===== config.mk =====
export PLATFORM = sky130hd
export DESIGN_NAME = mic_pdm_capture
export DESIGN_NICKNAME = d
export VERILOG_FILES = /design/src/rtl/mic_pdm_capture_pkg.sv /design/src/rtl/mic_pdm_capture_clkgen.sv /design/src/rtl/mic_pdm_capture.sv
export SDC_FILE = /design/constraint.sdc
export NUM_CORES = 1
export LEC_CHECK = 0
export BUFFER_PORTS_ARGS = -buffer_cell sky130_fd_sc_hd__buf_2
export CORE_ASPECT_RATIO = 2
export CORE_MARGIN = 5
export CORE_UTILIZATION = 50
export DETAILED_ROUTE_END_ITERATION = 10
export PLACE_DENSITY = 0.74
export SYNTH_ARGS = -nofsm -noshare
export SYNTH_HDL_FRONTEND = slang
export SYNTH_SLANG_ARGS = --single-unit

===== constraint.sdc =====
create_clock -name clk -period 1.6 [get_ports clk]
set_input_delay 0.4 -clock clk [delete_from_list [all_inputs] [get_ports clk]]
set_output_delay 0.4 -clock clk [all_outputs]
set_load 0.02 [all_outputs]

===== src/rtl/mic_pdm_capture_pkg.sv =====
// Shared audio definitions, common to PDM capture and PWM playback.
// Latency: n/a (types and constants only).
// Backpressure: n/a.
// Contents: run/idle state enum, default divider and word width, overflow
// counter width, and a saturating increment helper for that counter.
package mic_pdm_capture_pkg;

  typedef enum logic {
    IDLE = 1'b0,
    RUN  = 1'b1
  } audio_state_t;

  localparam int AUDIO_CLK_DIV = 25;
  localparam int AUDIO_DW      = 8;
  localparam int OVF_CNT_W     = 8;

  function automatic logic [OVF_CNT_W-1:0] sat_inc(input logic [OVF_CNT_W-1:0] v);
    return (v == '1) ? v : v + OVF_CNT_W'(1);
  endfunction

endpackage


===== src/rtl/mic_pdm_capture_clkgen.sv =====
// Microphone bit-clock generator: divides clk down to a 50% duty mclk.
// Latency: first mclk rise CLK_DIV cycles after run rises; fall_stb is combinational.
// Backpressure: none; free-running while run=1, parked low with divider cleared otherwise.
// Ports: clk, reset (async active-low), run (1 = counting),
//        mclk (bit clock out), fall_stb (high in the clk cycle where mclk goes 1->0).
module pdm_clkgen
  import mic_pdm_capture_pkg::*;
#(
  parameter int CLK_DIV = AUDIO_CLK_DIV
) (
  input  logic clk,
  input  logic reset,
  input  logic run,
  output logic mclk,
  output logic fall_stb
);

  localparam logic [7:0] DIV_TC = 8'(CLK_DIV - 1);

  logic [7:0] div;

  always_ff @(posedge clk or negedge reset) begin
    if (!reset) begin
      div  <= '0;
      mclk <= 1'b0;
    end else if (!run) begin
      div  <= '0;
      mclk <= 1'b0;
    end else if (div == DIV_TC) begin
      div  <= '0;
      mclk <= ~mclk;
    end else begin
      div <= div + 8'd1;
    end
  end

  // The cycle whose closing edge drives mclk low is the sample point.
  assign fall_stb = run && mclk && (div == DIV_TC);

endmodule


===== src/rtl/mic_pdm_capture.sv =====
// PDM microphone capture: shifts synchronized mic bits into DW-bit words for a FIFO.
// Latency: word presented (wr_en) one clk after the mclk fall that samples its last bit.
// Backpressure: none; if full=1 in the wr_en cycle the word is dropped and counted.
// Ports: clk, reset (async active-low), enable (capture level), mclk (bit clock),
//        micData (async PDM in), din/wr_en (FIFO write), full (FIFO flag),
//        overflow/ledres (sticky drop flag), ovf_cnt (saturating drop count).
module mic_pdm_capture
  import mic_pdm_capture_pkg::*;
#(
  parameter int CLK_DIV = AUDIO_CLK_DIV,
  parameter int DW      = AUDIO_DW
) (
  input  logic                 clk,
  input  logic                 reset,
  input  logic                 enable,
  output logic                 mclk,
  input  logic                 micData,
  output logic [DW-1:0]        din,
  output logic                 wr_en,
  input  logic                 full,
  output logic                 overflow,
  output logic [OVF_CNT_W-1:0] ovf_cnt,
  output logic                 ledres
);

  localparam int              CW       = (DW > 1) ? $clog2(DW) : 1;
  localparam logic [CW-1:0]   LAST_BIT = CW'(DW - 1);

  audio_state_t  state;
  logic [1:0]    rst_pipe;   // fills with 1s after reset release; RUN waits for it
  logic [1:0]    mic_sync;
  logic [DW-1:0] shift;
  logic [CW-1:0] bitcnt;
  logic          word_pend;  // din holds a completed word this cycle
  logic          fall_stb;
  logic          run;

  assign run = (state == RUN);

  pdm_clkgen #(
    .CLK_DIV (CLK_DIV)
  ) u_clkgen (
    .clk      (clk),
    .reset    (reset),
    .run      (run),
    .mclk     (mclk),
    .fall_stb (fall_stb)
  );

  always_ff @(posedge clk or negedge reset) begin
    if (!reset) begin
      mic_sync <= '0;
      rst_pipe <= '0;
    end else begin
      mic_sync <= {mic_sync[0], micData};
      rst_pipe <= {rst_pipe[0], 1'b1};
    end
  end

  always_ff @(posedge clk or negedge reset) begin
    if (!reset) begin
      state     <= IDLE;
      shift     <= '0;
      bitcnt    <= '0;
      din       <= '0;
      word_pend <= 1'b0;
      overflow  <= 1'b0;
      ovf_cnt   <= '0;
    end else begin
      word_pend <= 1'b0;

      // The FIFO decides in the presentation cycle; a refused word is gone.
      if (word_pend && full) begin
        overflow <= 1'b1;
        ovf_cnt  <= sat_inc(ovf_cnt);
      end

      case (state)
        IDLE: begin
          bitcnt <= '0;
          if (enable && rst_pipe[1]) begin
            state <= RUN;
          end
        end
        RUN: begin
          if (fall_stb) begin
            if (!enable) begin
              // Leave on a fall so mclk parks low; the partial word is abandoned.
              state  <= IDLE;
              bitcnt <= '0;
            end else begin
              shift <= {shift[DW-2:0], mic_sync[1]};
              if (bitcnt == LAST_BIT) begin
                bitcnt    <= '0;
                din       <= {shift[DW-2:0], mic_sync[1]};
                word_pend <= 1'b1;
              end else begin
                bitcnt <= bitcnt + CW'(1);
              end
            end
          end
        end
        default: state <= IDLE;
      endcase
    end
  end

  // Strobe is gated by full in the same cycle so a refused word never writes.
  assign wr_en  = word_pend & ~full;
  assign ledres = overflow;

endmodule

==> qor.yml, run 1 <==
endpoint_kind: "register"
vias_per_cell: 5.12
seq_area_frac_synth_pct: 59.0
fmax_mhz: 637
mostFrequentLayoutCells: "dfrtp_1, buf_2, mux2_2, nor2_1, buf_4"
first_iter_violations: 17
cp-start-kind: "register"
synthesis.area_um2: 1780
final_util_pct: 63.3
nFillCells: 271
arrival_ns: 1.74
die_y_um: 94.4
cts_tree: "built"
hold_viol: 0
fin_crit_sh_pct: 98.1
numPortBuffers: 24
gp_congestion: 0.836
power.share.switching_pct: 20.4
maxCapViolations: 0
power.internal_mw: 1.42
tightest_slew_ns: 0.564
holdWs_ns: 0.0951
cpMaxStageDelayCell: "dfrtp_1"
cts.clk_slew.worst_paths_ns: 0.07
numCtsBuffers: 5
num_vias: 1158
fin_cells: 226
placed_cells: 217
fin_worst_skew_ns: 0.00624
wirelength_mm: 3.42
seq_power_share_pct: 60.1
path_cells: "inv_1 > ha_2 > and4bb_4 > nand4_4 > mux2_4"
drc: 0
antenna_left: 0
design_area_um2: 2160
synth_seq_cells: 42
clk_latency_ns: 0.29
critical-path-top-delay-family: "simple AND/OR/NAND/NOR gates"
grt_pass1_vias: 1253
syn_inst: 137
hold_path.class: "in -> async"
grt-ovfl-total: 0
rsz0062_at_grt: "true"
status: "completed"
placed_area_um2: 2030
grt_antenna_before_repair: 0
ys_warn_count: 0
min_period_ns: 1.57
reg2reg_slack_ns: 0.03
drt-wirelength-per-cell_um: 15.2
final_common_cell: "dfrtp_1"
pwr-share-comb_pct: 2.8
critPathMaxFanout: 5
setup_viol: 0
p_clk_share_pct: 37.1
nNetsFinal: 190
p_leak_nw: 1.14
clk_path_buf_depth: 2
dieArea_um2: 4930
crit_required_ns: 1.77
root_buffer: "clkbuf_8"
synth_cell_types: 27
dpl.hpwl_mm: 2.48
synth_fp_nets: 148
setup_tns_ns: 0
grt_use_total_pct: 15.5
criticalPathCategory: "reg -> reg"
cts.sinks: 42
grt_pass1_wl_mm: 5.71
drive_above_1_share_pct: 38.8
syn_area_per_cell_um2: 13.0
path_buf_inv: 1
die_width_um: 52.2
netSwitchingPower_mw: 0.362
boundaryPins: 25
antenna_cells: 0
htree_levels: 2
firstDrtPassIters: 4
crit_path_max_incr_delay_ns: 0.40
core.rowCount: 30
drv_slew: 0
core_area_um2: 3420
start_util_pct: 52.1
area_delta_synth_final_pct: 21.4
vdd.ir_drop.worst_mv: 0.874
ctsHoldBuffers: 0
grt_max_degree: 25
maxSlewHeadroom_pct: 62.4
power_density_nw_per_um2: 822
==> timing repair <==
action	CTS	global route
pin swaps	1	2
buffers inserted	0	2
cloned	0	1
setup endpoints to repair	8	15
gates resized for setup	1	5
hold endpoints to repair	0	0
==> layer usage <==
layer / wire (um) / track usage, %
met3: 118 / 3.32
met4: 52 / 7.89
met1: 1290 / 17.1
met2: 1970 / 27.0
met5: 0 / 0
==> path summary, 6_finish.rpt <==
kind | from | to | cells after the start
max in group asynchronous | reset | din[1]$_DFFE_PN0P_ | 2
min in group clk | micData | mic_sync[0]$_DFF_PN0_ | 1
worst min register to register | rst_pipe[0]$_DFF_PN0_ | rst_pipe[1]$_DFF_PN0_ | 0
worst max-delay path | u_clkgen.div[1]$_DFF_PN0_ | shift[4]$_DFFE_PN0P_ | 5
worst max register to register | u_clkgen.div[1]$_DFF_PN0_ | shift[4]$_DFFE_PN0P_ | 5
worst min-delay path | reset | u_clkgen.div[0]$_DFF_PN0_ | 1
==> through the flow <==
stage	setup WS [ns]	power, mW
after floorplan	0.00866	1.10
after global placement	0.0520	1.13
after detailed placement	-0.00681	1.14
after CTS	0.00363	1.80
after global routing	-0.0326	1.85
final	0.0306	1.78
==> cell type report <==
cell class | instances | area (um2) | area share, %
Clock buffer | 6 | 82.6 | 3.82
Tap cell | 48 | 60.1 | 2.78
Inverter | 5 | 18.8 | 0.868
Multi-Input combinational cell | 89 | 727 | 33.6
Timing Repair Buffer | 36 | 223 | 10.3
Sequential cell | 42 | 1050 | 48.6
==> flip-flops by register name, summed over array words and instances (netlist names) <==
| register | flops |
|---|---|
| bitcnt | 3 |
| din | 8 |
| ledres | 1 |
| mic_sync | 2 |
| ovf_cnt | 8 |
| rst_pipe | 2 |
| run | 1 |
| shift | 7 |
| u_clkgen.div | 8 |
| u_clkgen.mclk | 1 |
| word_pend | 1 |
==> worst reg2reg max path, delay by kind of cell, from the launching register on <==
| kind | cells | cell delay [ns] |
|---|---|---|
| adder cells (fa/ha/maj) | 1 | 0.17 |
| buffers and inverters | 1 | 0.07 |
| flip-flops | 1 | 0.40 |
| multiplexers | 1 | 0.33 |
| AND/OR/NAND/NOR | 2 | 0.47 |
==> cell families (layout without fill, tap and decap cells) <==
group | count (synthesis) | count (layout) | share of synthesized area (%)
multiplexers | 16 | 16 | 10.1
AO/OA/AOI/OAI | 6 | 6 | 2.67
other | 1 | 1 | 0.211
adder cells (fa/ha/maj) | 6 | 6 | 4.22
buffers and inverters | 7 | 47 | 2.11
AND/OR/NAND/NOR | 45 | 46 | 14.8
XOR/XNOR | 14 | 14 | 6.89
flip-flops | 42 | 42 | 59.0
==> synth_stat cells <==
library cell,number,area share (%)
dfrtp_1,42,59
mux2_2,16,10
nor2_1,13,2.7
nand3_1,9,2.5
xor2_1,9,4.4
nand2_1,8,1.7
ha_1,6,4.2
inv_1,5,1.1
xnor2_1,5,2.5
nor3_1,3,0.84
and2_1,2,0.70
and4bb_4,2,1.8
nand4_1,2,0.70
o21ai_0,2,0.56
a21o_1,1,0.42
a32o_1,1,0.56
and3_1,1,0.35
and3_2,1,0.42
buf_4,1,0.42
buf_6,1,0.63
conb_1,1,0.21
nand3_4,1,0.98
nand4_4,1,1.2
nor2b_1,1,0.35
nor3b_1,1,0.42
o211ai_2,1,0.70
o31ai_1,1,0.42
==> power groups by stage <==
stage | sequential, mW | combinational, mW | clock, mW
2_1_floorplan | 1.09 | 0.0114 | 0
3_3_place_gp | 1.09 | 0.0456 | 0
3_5_place_dp | 1.09 | 0.0475 | 0
4_1_cts | 1.07 | 0.0478 | 0.686
5_1_grt | 1.07 | 0.0562 | 0.728
6_report | 1.07 | 0.0495 | 0.660
(Power assumes the default switching activity.)
==> run 2: changes to the inputs <==
PLACE_DENSITY = 0.71   (was 0.74)
clock period = 1.9 ns   (was 1.6 ns; I/O delays follow)
==> qor.yml, run 2 (synthesis gave the netlist of run 1 again) <==
clk_latency_ns: 0.29  # about the same
antenna_cells: 0  # unchanged
die_y_um: 94.4  # unchanged
gp_congestion: 0.746  # -11%
start_util_pct: 52.1  # unchanged
crit_end: "din[0]$_DFFE_PN0P_"
hold_viol: 0  # unchanged
firstDrtPassIters: 4  # unchanged
cts.clk_slew.worst_paths_ns: 0.08  # about the same
crit_required_ns: 2.07  # +0.30 ns
hold_path.class: "in -> async"
numCtsBuffers: 5  # unchanged
core.rowCount: 30  # unchanged
startpoint: "bitcnt[0]$_DFFE_PN0P_"
fin_worst_skew_ns: 0.00822  # +0.00199 ns
htree_levels: 2  # unchanged
min_period_ns: 1.61  # +0.0395 ns
holdWs_ns: 0.228  # +0.132 ns
grt_antenna_before_repair: 0  # unchanged
status: "completed"
num_vias: 1091  # -5.8%
rr_worst_depth: 5  # unchanged
dieArea_um2: 4930  # unchanged
grt_use_total_pct: 14.1  # -1.3 points
critPathMaxFanout: 9  # +4
power_density_nw_per_um2: 745  # -9.5%
fin_cells: 216  # -4.4%
boundaryPins: 25  # unchanged
numPortBuffers: 24  # unchanged
area_delta_synth_final_pct: 14.8
fin_crit_sh_pct: 84.7  # -13 points
endpoint_kind: "register"
arrival_ns: 1.78  # +0.04 ns
setup_viol: 0  # unchanged
nNetsFinal: 178  # -6.3%
cp-start-kind: "register"
postCtsSetupRepairBufs: 0  # unchanged
ctsHoldBuffers: 0  # unchanged
r2r-end: "din[0]$_DFFE_PN0P_"
core_area_um2: 3420  # unchanged
mostFrequentLayoutCells: "dfrtp_1, buf_2, mux2_2, nor2_1"
drt-wirelength-per-cell_um: 13.7  # -9.8%
maxCapViolations: 0  # unchanged
reg2reg_from: "bitcnt[0]$_DFFE_PN0P_"
cts_tree: "built"
drv_slew: 0  # unchanged
rsz0062_at_grt: "false"
nFillCells: 283  # +4.4%
maxSlewHeadroom_pct: 65.8  # +3.4 points
root_buffer: "clkbuf_8"
criticalPathCategory: "reg -> reg"
post_cts_resized: 0  # -1
final_common_cell: "dfrtp_1"
top_regs: "din: 8 flops, ovf_cnt: 8 flops, u_clkgen.div: 8 flops"
dpl.hpwl_mm: 2.20  # -11%
p_total_mw: 1.52  # -14%
cts.sinks: 42  # unchanged
grt_pass1_wl_mm: 5.28  # -7.5%
vdd.ir_drop.worst_mv: 0.567  # -35%
vias_per_cell: 5.05  # -1.4%
fmax_mhz: 622  # -2.5%
setup_tns_ns: 0  # unchanged
drive_above_1_share_pct: 32.7  # -6.0 points
tightest_slew_ns: 0.513  # -0.0508 ns
placed_cells: 208  # -4.1%
grt-ovfl-total: 0  # unchanged
antenna_left: 0  # unchanged
wirelength_mm: 2.95  # -14%
clk_path_buf_depth: 2  # unchanged
drc: 0  # unchanged
die_width_um: 52.2  # unchanged
p_leak_nw: 1.08  # -5.4%
reg2reg_slack_ns: 0.29  # +0.26 ns
grt_max_degree: 43  # +72%
grt_pass1_vias: 1194  # -4.7%
first_iter_violations: 10  # -7
[run 2: worst max-delay path, cell delays in order (launching register included)]
cell and delay, ns:
dfrtp_1 0.40, ha_1 0.23, ha_1 0.18, and3_1 0.17, nand3_4 0.16, mux2_2 0.35
[run 2: cell type report]
| type | instances | area, um2 | share of cell area, % |
|---|---|---|---|
| Inverter | 5 | 18.8 | 0.918 |
| Timing Repair Buffer | 25 | 128 | 6.24 |
| Multi-Input combinational cell | 88 | 692 | 33.8 |
| Clock buffer | 6 | 82.6 | 4.04 |
| Sequential cell | 42 | 1050 | 51.4 |
| Tap cell | 48 | 60.1 | 2.94 |
| Clock inverter | 2 | 12.5 | 0.612 |
[run 2: power breakdown]
group	switching [mW]	internal, mW	total (mW)	leakage (nW)
sequential	0.00141	0.898	0.899	0.550
clock	0.297	0.292	0.589	0.0472
combinational	0.0242	0.00998	0.0342	0.481
[run 2: metal layers]
layer  wire, um  GRT usage [%]  up-vias
li1           -              -      520
met1       1060           15.5      549
met2       1720           25.6       18
met3        134           3.32        4
met4         40           5.12        0
met5          0              0        -
[run 2: per-stage QoR]
step	area (um2)	utilization (%)	worst slack, ns
floorplan	1780	-	0.309
finish	2040	59.9	0.291
global route	2040	59.9	0.196
global placement	1950	57.1	0.330
CTS	2040	59.9	0.278
detailed placement	1950	57.1	0.296
[run 2: how the worst min path moves through the flow]
stage,endpoint,startpoint,slack (ns)
CTS,u_clkgen.div[3]$_DFF_PN0_,reset,0.25
detailed placement,rst_pipe[1]$_DFF_PN0_,rst_pipe[0]$_DFF_PN0_,0.34
finish,u_clkgen.div[3]$_DFF_PN0_,reset,0.23
floorplan,bitcnt[0]$_DFFE_PN0P_,reset,0.18
global route,u_clkgen.div[4]$_DFF_PN0_,reset,0.28
global placement,rst_pipe[1]$_DFF_PN0_,rst_pipe[0]$_DFF_PN0_,0.33
==> run 3: changes to the inputs <==
clock period = 1.5 ns   (was 1.9 ns; I/O delays follow)
==> qor.yml, run 3 (synthesis gave the netlist of run 1 again) <==
status: "finished with violations"
violations: "setup timing"
gp_congestion: 0.780  # +4.5%
nNetsFinal: 198  # +11%
vias_per_cell: 5.03  # -0.34%
core_area_um2: 3420  # unchanged
drc: 0  # unchanged
crit_path_max_incr_delay_ns: 0.38  # -0.02 ns
fin_worst_skew_ns: 0.00658  # -0.00165 ns
antenna_left: 0  # unchanged
fin_ws_ns: -0.0377  # -0.329 ns
path_cells: "inv_1 > ha_2 > and4bb_4 > nand4_4 > mux2_2"
area_delta_synth_final_pct: 27.3
clk_path_buf_depth: 2  # unchanged
design_area_um2: 2270  # +11%
p_leak_nw: 1.18  # +9.5%
criticalPathCategory: "reg -> reg"
fin_crit_sh_pct: 103  # +18 points
grt_use_total_pct: 17.0  # +2.8 points
grt-ovfl-total: 0  # unchanged
vdd.ir_drop.worst_mv: 0.727  # +28%
power_density_nw_per_um2: 863  # +16%
die_width_um: 52.2  # unchanged
top_regs: "din: 8 flops, ovf_cnt: 8 flops, u_clkgen.div: 8 flops"
die_y_um: 94.4  # unchanged
mostFrequentLayoutCells: "dfrtp_1, buf_2, buf_4, mux2_2, nor2_1"
min_period_ns: 1.54  # -0.0713 ns
dpl.hpwl_mm: 2.65  # +20%
drive_above_1_share_pct: 44.7  # +12 points
cpMaxStageDelayCell: "dfrtp_1"
grt_pass1_vias: 1296  # +8.5%
hold_path.class: "in -> async"
placed_area_um2: 2070  # +6.2%
drv_slew: 0  # unchanged
antenna_cells: 0  # unchanged
grt_pass1_wl_mm: 6.01  # +14%
core.rowCount: 30  # unchanged
firstDrtPassIters: 3  # -1
setup_viol: 15  # +15
crit_required_ns: 1.68  # -0.39 ns
ctsHoldBuffers: 0  # unchanged
final_common_cell: "dfrtp_1"
drt-wirelength-per-cell_um: 15.2  # +11%
wirelength_mm: 3.58  # +21%
htree_levels: 2  # unchanged
final_util_pct: 66.4  # +6.5 points
numCtsBuffers: 5  # unchanged
clk_latency_ns: 0.30  # about the same
fmax_mhz: 650  # +4.6%
dieArea_um2: 4930  # unchanged
arrival_ns: 1.72  # -0.06 ns
rsz0062_at_grt: "true"
root_buffer: "clkbuf_8"
grt_antenna_before_repair: 0  # unchanged
reg2reg_slack_ns: -0.04  # -0.33 ns
boundaryPins: 25  # unchanged
critPathMaxFanout: 5  # -4
cts_tree: "built"
start_util_pct: 52.1  # unchanged
num_vias: 1188  # +8.9%
cp-start-kind: "register"
maxCapViolations: 0  # unchanged
numPortBuffers: 24  # unchanged
cts.sinks: 42  # unchanged
grt_max_degree: 25  # -42%
cts.clk_slew.worst_paths_ns: 0.09  # about the same
first_iter_violations: 16  # +6
endpoint_kind: "register"
hold_viol: 0  # unchanged
[run 3: cell types whose count changed in the layout (fill, tap and decap cells not counted), sizes merged]
cell	delta
clkbuf	-1
clkinvlp	-1
nand3	+1
nand4	+1
inv	+3
buf	+18
clkinv	-1
[run 3: cell type report]
| class | count | area [um2] |
|---|---|---|
| fill | 266 | 1150 |
| sequential | 42 | 1050 |
| multi-input combinational | 90 | 764 |
| timing repair buffer | 43 | 275 |
| clock buffer | 5 | 68.8 |
| tap | 48 | 60.1 |
| clock inverter | 3 | 26.3 |
| inverter | 5 | 18.8 |
[run 3: worst paths after layout]
| path | cells after the start | to | start |
|---|---|---|---|
| max | 5 | shift[5]$_DFFE_PN0P_ | u_clkgen.div[0]$_DFF_PN0_ |
| min | 1 | ovf_cnt[2]$_DFFE_PN0P_ | reset |
| max reg2reg | 5 | shift[5]$_DFFE_PN0P_ | u_clkgen.div[0]$_DFF_PN0_ |
| min reg2reg | 0 | rst_pipe[1]$_DFF_PN0_ | rst_pipe[0]$_DFF_PN0_ |
| max in group asynchronous | 2 | din[6]$_DFFE_PN0P_ | reset |
| min in group clk | 1 | mic_sync[0]$_DFF_PN0_ | micData |
[run 3: critical path: cells and delay by family, from the launching register on]
kind	cells	cell delay, ns
mux	1	0.32
flops	1	0.38
simple gates	2	0.48
fa+ha+maj	1	0.18
buf+inv	1	0.07
[run 3: per-stage QoR]
stage / TNS (ns) / power, mW / std cells / hold slack (ns) / worst slack, ns
after global routing: -1.10 / 2.04 / 236 / 0.0268 / -0.0954
after floorplan: 0 / 1.17 / 137 / 0.0794 / 0.00186
after CTS: -0.292 / 1.99 / 232 / 0.0145 / -0.0483
after detailed placement: -1.34 / 1.21 / 221 / 0.340 / -0.115
final: -0.275 / 1.96 / 236 / 0.00689 / -0.0377
after global placement: -0.264 / 1.21 / 221 / 0.334 / -0.0248
[run 3: where the power goes]
group          switching, mW  internal (mW)
clock network          0.419          0.345
logic                 0.0357         0.0178
registers            0.00144           1.14
total                  0.456           1.50
[run 3: repair_timing]
| item | in CTS | in global routing |
|---|---|---|
| setup endpoints to repair | 17 | 22 |
| resized for setup | 6 | 5 |
| setup buffers | 1 | 4 |
| cloned | 2 | 0 |
| pin swaps | 3 | 2 |
[run 3: per-layer routing]
metal | vias up | part of all wire [%] | wire length [um] | track usage, %
met5 | - | 0 | 0 | 0
met2 | 28 | 58 | 2080 | 30.1
met4 | 0 | 3.4 | 120 | 11.3
met3 | 11 | 5.6 | 201 | 4.90
met1 | 585 | 33 | 1170 | 16.1
li1 | 564 | - | - | -
